--- src/rtl/fetch_unit_rv32i_if.sv ---
// Fetch-unit bus bundle: ROM address/data, decode handshake, redirect and fault status.
interface fetch_unit_rv32i_if;
  localparam int unsigned XLEN = 32;

  logic [XLEN-1:0] instr_addr;
  logic [XLEN-1:0] instr_in;
  logic            stall;
  logic            redirect_valid;
  logic [XLEN-1:0] redirect_target;
  logic            fetch_valid;
  logic [XLEN-1:0] fetch_pc;
  logic [XLEN-1:0] fetch_instr;
  logic            misalign_fault;
  logic [XLEN-1:0] fault_addr;

  modport master (
    output instr_addr, fetch_valid, fetch_pc, fetch_instr, misalign_fault, fault_addr,
    input  instr_in, stall, redirect_valid, redirect_target
  );

  modport slave (
    input  instr_addr, fetch_valid, fetch_pc, fetch_instr, misalign_fault, fault_addr,
    output instr_in, stall, redirect_valid, redirect_target
  );
endinterface

--- src/rtl/fetch_unit_rv32i.sv ---
// RV32I instruction fetch: owns the PC, re-aligns 1-cycle ROM data with its PC,
// and handles stall (via a one-entry skid), redirects and misaligned-target faults.
module fetch_unit_rv32i #(
  parameter logic [31:0] RESET_VECTOR = 32'h0000_0000
) (
  input  logic                clock,
  input  logic                reset,
  fetch_unit_rv32i_if.master  bus
);
  localparam int unsigned XLEN = 32;

  logic [XLEN-1:0] addr_q, addr_d;
  logic [XLEN-1:0] fetch_pc_q, fetch_pc_d;
  logic            valid_q, valid_d;
  logic            hold_valid_q, hold_valid_d;
  logic [XLEN-1:0] hold_instr_q, hold_instr_d;
  logic            fault_q, fault_d;
  logic [XLEN-1:0] fault_addr_q, fault_addr_d;
  logic            misaligned_c;

  always_ff @(posedge clock) begin
    if (reset) begin
      addr_q       <= RESET_VECTOR;
      fetch_pc_q   <= RESET_VECTOR;
      valid_q      <= 1'b0;
      hold_valid_q <= 1'b0;
      hold_instr_q <= '0;
      fault_q      <= 1'b0;
      fault_addr_q <= '0;
    end else begin
      addr_q       <= addr_d;
      fetch_pc_q   <= fetch_pc_d;
      valid_q      <= valid_d;
      hold_valid_q <= hold_valid_d;
      hold_instr_q <= hold_instr_d;
      fault_q      <= fault_d;
      fault_addr_q <= fault_addr_d;
    end
  end

  // Priority: fault freeze > misaligned redirect > redirect > stall > advance
  always_comb begin
    addr_d       = addr_q;
    fetch_pc_d   = fetch_pc_q;
    valid_d      = valid_q;
    hold_valid_d = hold_valid_q;
    hold_instr_d = hold_instr_q;
    fault_d      = fault_q;
    fault_addr_d = fault_addr_q;
    misaligned_c = bus.redirect_valid && (bus.redirect_target[1:0] != 2'b00);

    if (fault_q) begin
      valid_d = 1'b0;
    end else if (misaligned_c) begin
      fault_d      = 1'b1;
      fault_addr_d = bus.redirect_target;
      valid_d      = 1'b0;
      hold_valid_d = 1'b0;
    end else if (bus.redirect_valid) begin
      // ROM already sampled the wrong-path PC, so the next cycle is a bubble
      addr_d       = bus.redirect_target;
      fetch_pc_d   = addr_q;
      valid_d      = 1'b0;
      hold_valid_d = 1'b0;
    end else if (bus.stall) begin
      // Capture the word once; the ROM then moves on to instr[addr_q]
      if (!hold_valid_q) begin
        hold_instr_d = bus.instr_in;
        hold_valid_d = 1'b1;
      end
    end else begin
      fetch_pc_d   = addr_q;
      addr_d       = addr_q + XLEN'(4);
      valid_d      = 1'b1;
      hold_valid_d = 1'b0;
    end
  end

  assign bus.instr_addr     = addr_q;
  assign bus.fetch_pc       = fetch_pc_q;
  assign bus.fetch_valid    = valid_q;
  assign bus.fetch_instr    = hold_valid_q ? hold_instr_q : bus.instr_in;
  assign bus.misalign_fault = fault_q;
  assign bus.fault_addr     = fault_addr_q;
endmodule

--- src/flat_wrapper.sv ---
// flat-port wrapper written by rule: the top's interface ports become plain ports
module fetch_unit_rv32i_flat 
#(
  parameter logic [31:0] RESET_VECTOR = 32'h0000_0000
)
  (clock, reset, bus_instr_addr, bus_fetch_valid, bus_fetch_pc, bus_fetch_instr, bus_misalign_fault, bus_fault_addr, bus_instr_in, bus_stall, bus_redirect_valid, bus_redirect_target);
  fetch_unit_rv32i_if bus_i ();
  input  logic clock;
  input  logic reset;
  output wire logic [$bits(bus_i.instr_addr)-1:0] bus_instr_addr;
  output wire logic [$bits(bus_i.fetch_valid)-1:0] bus_fetch_valid;
  output wire logic [$bits(bus_i.fetch_pc)-1:0] bus_fetch_pc;
  output wire logic [$bits(bus_i.fetch_instr)-1:0] bus_fetch_instr;
  output wire logic [$bits(bus_i.misalign_fault)-1:0] bus_misalign_fault;
  output wire logic [$bits(bus_i.fault_addr)-1:0] bus_fault_addr;
  input wire logic [$bits(bus_i.instr_in)-1:0] bus_instr_in;
  input wire logic [$bits(bus_i.stall)-1:0] bus_stall;
  input wire logic [$bits(bus_i.redirect_valid)-1:0] bus_redirect_valid;
  input wire logic [$bits(bus_i.redirect_target)-1:0] bus_redirect_target;
  assign bus_instr_addr = bus_i.instr_addr;
  assign bus_fetch_valid = bus_i.fetch_valid;
  assign bus_fetch_pc = bus_i.fetch_pc;
  assign bus_fetch_instr = bus_i.fetch_instr;
  assign bus_misalign_fault = bus_i.misalign_fault;
  assign bus_fault_addr = bus_i.fault_addr;
  assign bus_i.instr_in = bus_instr_in;
  assign bus_i.stall = bus_stall;
  assign bus_i.redirect_valid = bus_redirect_valid;
  assign bus_i.redirect_target = bus_redirect_target;
  fetch_unit_rv32i #(.RESET_VECTOR(RESET_VECTOR)) u_core (.clock(clock), .reset(reset), .bus(bus_i));
endmodule
--- config.mk ---
export PLATFORM = sky130hd
export DESIGN_NAME = fetch_unit_rv32i_flat
export DESIGN_NICKNAME = d
export VERILOG_FILES = /design/src/rtl/fetch_unit_rv32i_if.sv /design/src/rtl/fetch_unit_rv32i.sv /design/src/flat_wrapper.sv
export SDC_FILE = /design/constraint.sdc
export NUM_CORES = 1
export LEC_CHECK = 0
export CAP_MARGIN = 20
export CORE_MARGIN = 5
export CORE_UTILIZATION = 42
export DETAILED_ROUTE_END_ITERATION = 10
export GPL_ROUTABILITY_DRIVEN = 0
export PLACE_DENSITY = 0.74
export SLEW_MARGIN = 20
export SYNTH_ARGS = -nofsm -noshare
export SYNTH_HDL_FRONTEND = slang
export SYNTH_SLANG_ARGS = --single-unit
--- constraint.sdc ---
create_clock -name clock -period 1.9 [get_ports clock]
set_clock_uncertainty 0.05 [all_clocks]
set_input_delay 0.285 -clock clock [delete_from_list [all_inputs] [get_ports clock]]
set_output_delay 0.285 -clock clock [all_outputs]
set_load 0.01 [all_outputs]
==> results.txt <==
Final Max Slew Viols = 0
Failing checks = negative setup slack
Worst path required time = 1.56 ns
Period utilisation layout = 100%
Global-route usage over all layers = 22.9%
Root buf cell = clkbuf_16
H-tree depth = 4
Peak supply drop = 0.629 mV
Outcome = finished, violations left
FFs w/ async S/R, synth = 0%
Hold slack = 0.127 ns
CP arrival = 1.57 ns
Top cell type's share of synthesized area = 44.3%
Core Rows = 43
Setup WS post-layout = -0.00400 ns
Vias in the first global route = 5,865
Post-CTS Hold Fix Bufs = 0
Syn Nets = 769
Synth cell types = 61
First-pass GRT wire length = 30,500 um
Drt wl/cell = 16.8 um
CTS max path bufs = 2
Die Wd = 129 um
Kind of critical path = flip-flop to output port
Crit path max fanout = 17
Register area share after synthesis = 44.3%
Vias/cell = 5.23
Area leader, netlist = dfxtp_1
Io pins = 198
TritonRoute pass-1 iters = 5
Top FF cell, synth = dfxtp_1
Final Hold Fails = 0
Final setup viols = 3
Max Fclk = 525 MHz
Die Y = 129 um
CTS Buf Count = 17
Port bufs = 197
CP startpoint kind = flip-flop
Post-synth EDFFs = 0
Actual slew at the worst max-slew pin = 0.661 ns
Initial antenna violation count = 1
DIE AREA = 0.0166 mm2
Area grow syn2layout = 53.7%
Final nets = 1,008
Hold Crit Class = primary input to flip-flop
Yosys reg bits = 131
Clock slew at reported path FFs = 0.06 ns
Pin count of the biggest net entering global routing = 63
DR vias = 5,931
CORE AREA = 0.0138 mm2
# fillers = 1,154
Synth warn = 0
Antenna-violating nets left = 0
Synthesized cell area = 0.00592 mm2
Final WL = 19,100 um
Most common library cell in the layout ignoring fill and taps = clkdlybuf4s50_1
DR iter-0 viols = 499
Unrepaired setup endpoints after global routing = true
P_leak = 3.42 nW
DP Worst Slack = -0.372 ns
Post-Syn Instances = 700
Mean Syn Cell Area = 8.46 um2
Critical path endpoint category = output port
Detail Placement HPWL = 13,600 um
DRC = 0
Max Cap Viol = 0
CTS Sinks = 131
Crit path time final = 1.90 ns
TritonCTS clock tree = built
Max-slew headroom = 55.9%
Aggregate global routing overflow = 0
Worst skew pair latency = 0.41 ns
Layout cell share with drive strength beyond 1 = 21.3%
Synth top area cells = dfxtp_1, nand2_1, a21oi_1
Most frequent cells in the layout = clkdlybuf4s50_1, nand2_1, dfxtp_1, a21oi_1, buf_4
Initial Utilization = 42.8%
Pwr per Cell Area = 817 mW/mm2
[what timing repair did]
action | 4_1_cts | 5_1_grt
cloned | 1 | 0
gates resized for setup | 117 | 22
setup endpoints to repair | 32 | 32
pin swaps | 0 | 3
buffers inserted | 0 | 4
[per-layer routing]
metal,up-vias,part of all wire [%],track usage (%)
met1,2733,41,29.4
li1,2939,-,-
met2,231,46,35.5
met5,-,0,0
met3,28,10,8.55
met4,0,2.0,7.91
[state kept, by name, summed over array words and instances, names as in the netlist]
name                       cells
u_core.bus.fault_addr         32
u_core.bus.fetch_pc           32
u_core.bus.fetch_valid         1
u_core.bus.instr_addr         32
u_core.bus.misalign_fault      1
u_core.hold_instr_q           32
u_core.hold_valid_q            1
[through the flow]
step                cell area (um2)  setup TNS (ns)  std cells  util (%)  power, W
finish                         9100        -0.00853       1134      65.8   0.00743
global route                   9100          -0.239       1133      65.8   0.00773
CTS                            9010          -0.245       1128      65.2   0.00747
detailed placement             8450          -25.33       1095      61.1   0.00414
global placement               8450          -21.51       1095      61.1   0.00413
floorplan                      5920               0        700         -   0.00350
[Yosys cell counts, types with 4 or more instances]
library cell,instances
and3_1,6
nor2_1,53
nor4_1,4
and4_1,5
o22ai_1,5
nor3_1,10
a31oi_1,13
and2_1,5
buf_2,17
nand2_1,157
a21oi_1,87
nand4_1,4
or3_1,5
a22oi_1,13
mux2_2,33
mux2i_1,37
dfxtp_1,131
clkbuf_1,25
o21ai_0,14
nand3_1,16
[cells by family (layout without fill, tap and decap cells)]
kind of cell               Yosys count  count (layout)  synth area share (%)
and+or+nand+nor                    293             293                  23.8
AOI/OAI and AO/OA                  149             149                  14.5
DFF                                131             131                  44.3
muxes                               70              70                  12.5
buffers and inverters               56             308                  4.67
adders and majority gates            1               1                 0.211
other                                0               2                     0
[critical path: stages, from the launching register on]
cell             delay [ns]
dfxtp_4                0.39
buf_12                 0.17
mux2_2                 0.36
clkdlybuf4s15_2        0.23
[path summary, 6_finish.rpt]
check / from / depth (start not counted) / to / slack [ns]
min reg2reg: u_core.bus.fault_addr[7] / 2 / u_core.bus.fault_addr[7] / 0.40
min: reset / 2 / u_core.bus.instr_addr[16] / 0.13
max: u_core.hold_valid_q / 3 / bus_fetch_instr[11] / -0.004
max reg2reg: u_core.bus.instr_addr[2] / 6 / u_core.bus.instr_addr[18] / 0.09
[report_power, final]
group | internal, W | leakage [nW] | switching, W
Sequential | 0.00286 | 1.07 | 0.0000726
Clock | 0.00212 | 0.283 | 0.00122
Combinational | 0.000598 | 2.06 | 0.000554
[cell type report]
cell class | instances | area [um2] | area share (%)
antenna | 2 | 5.00 | 0.0550
sequential | 131 | 2630 | 28.9
tap | 180 | 225 | 2.48
clock buffer | 19 | 453 | 4.98
multi-input combinational | 513 | 3080 | 33.9
clock inverter | 13 | 159 | 1.75
timing repair buffer | 273 | 2530 | 27.8
inverter | 3 | 11.3 | 0.124
Power figures use the tool's default switching activity.
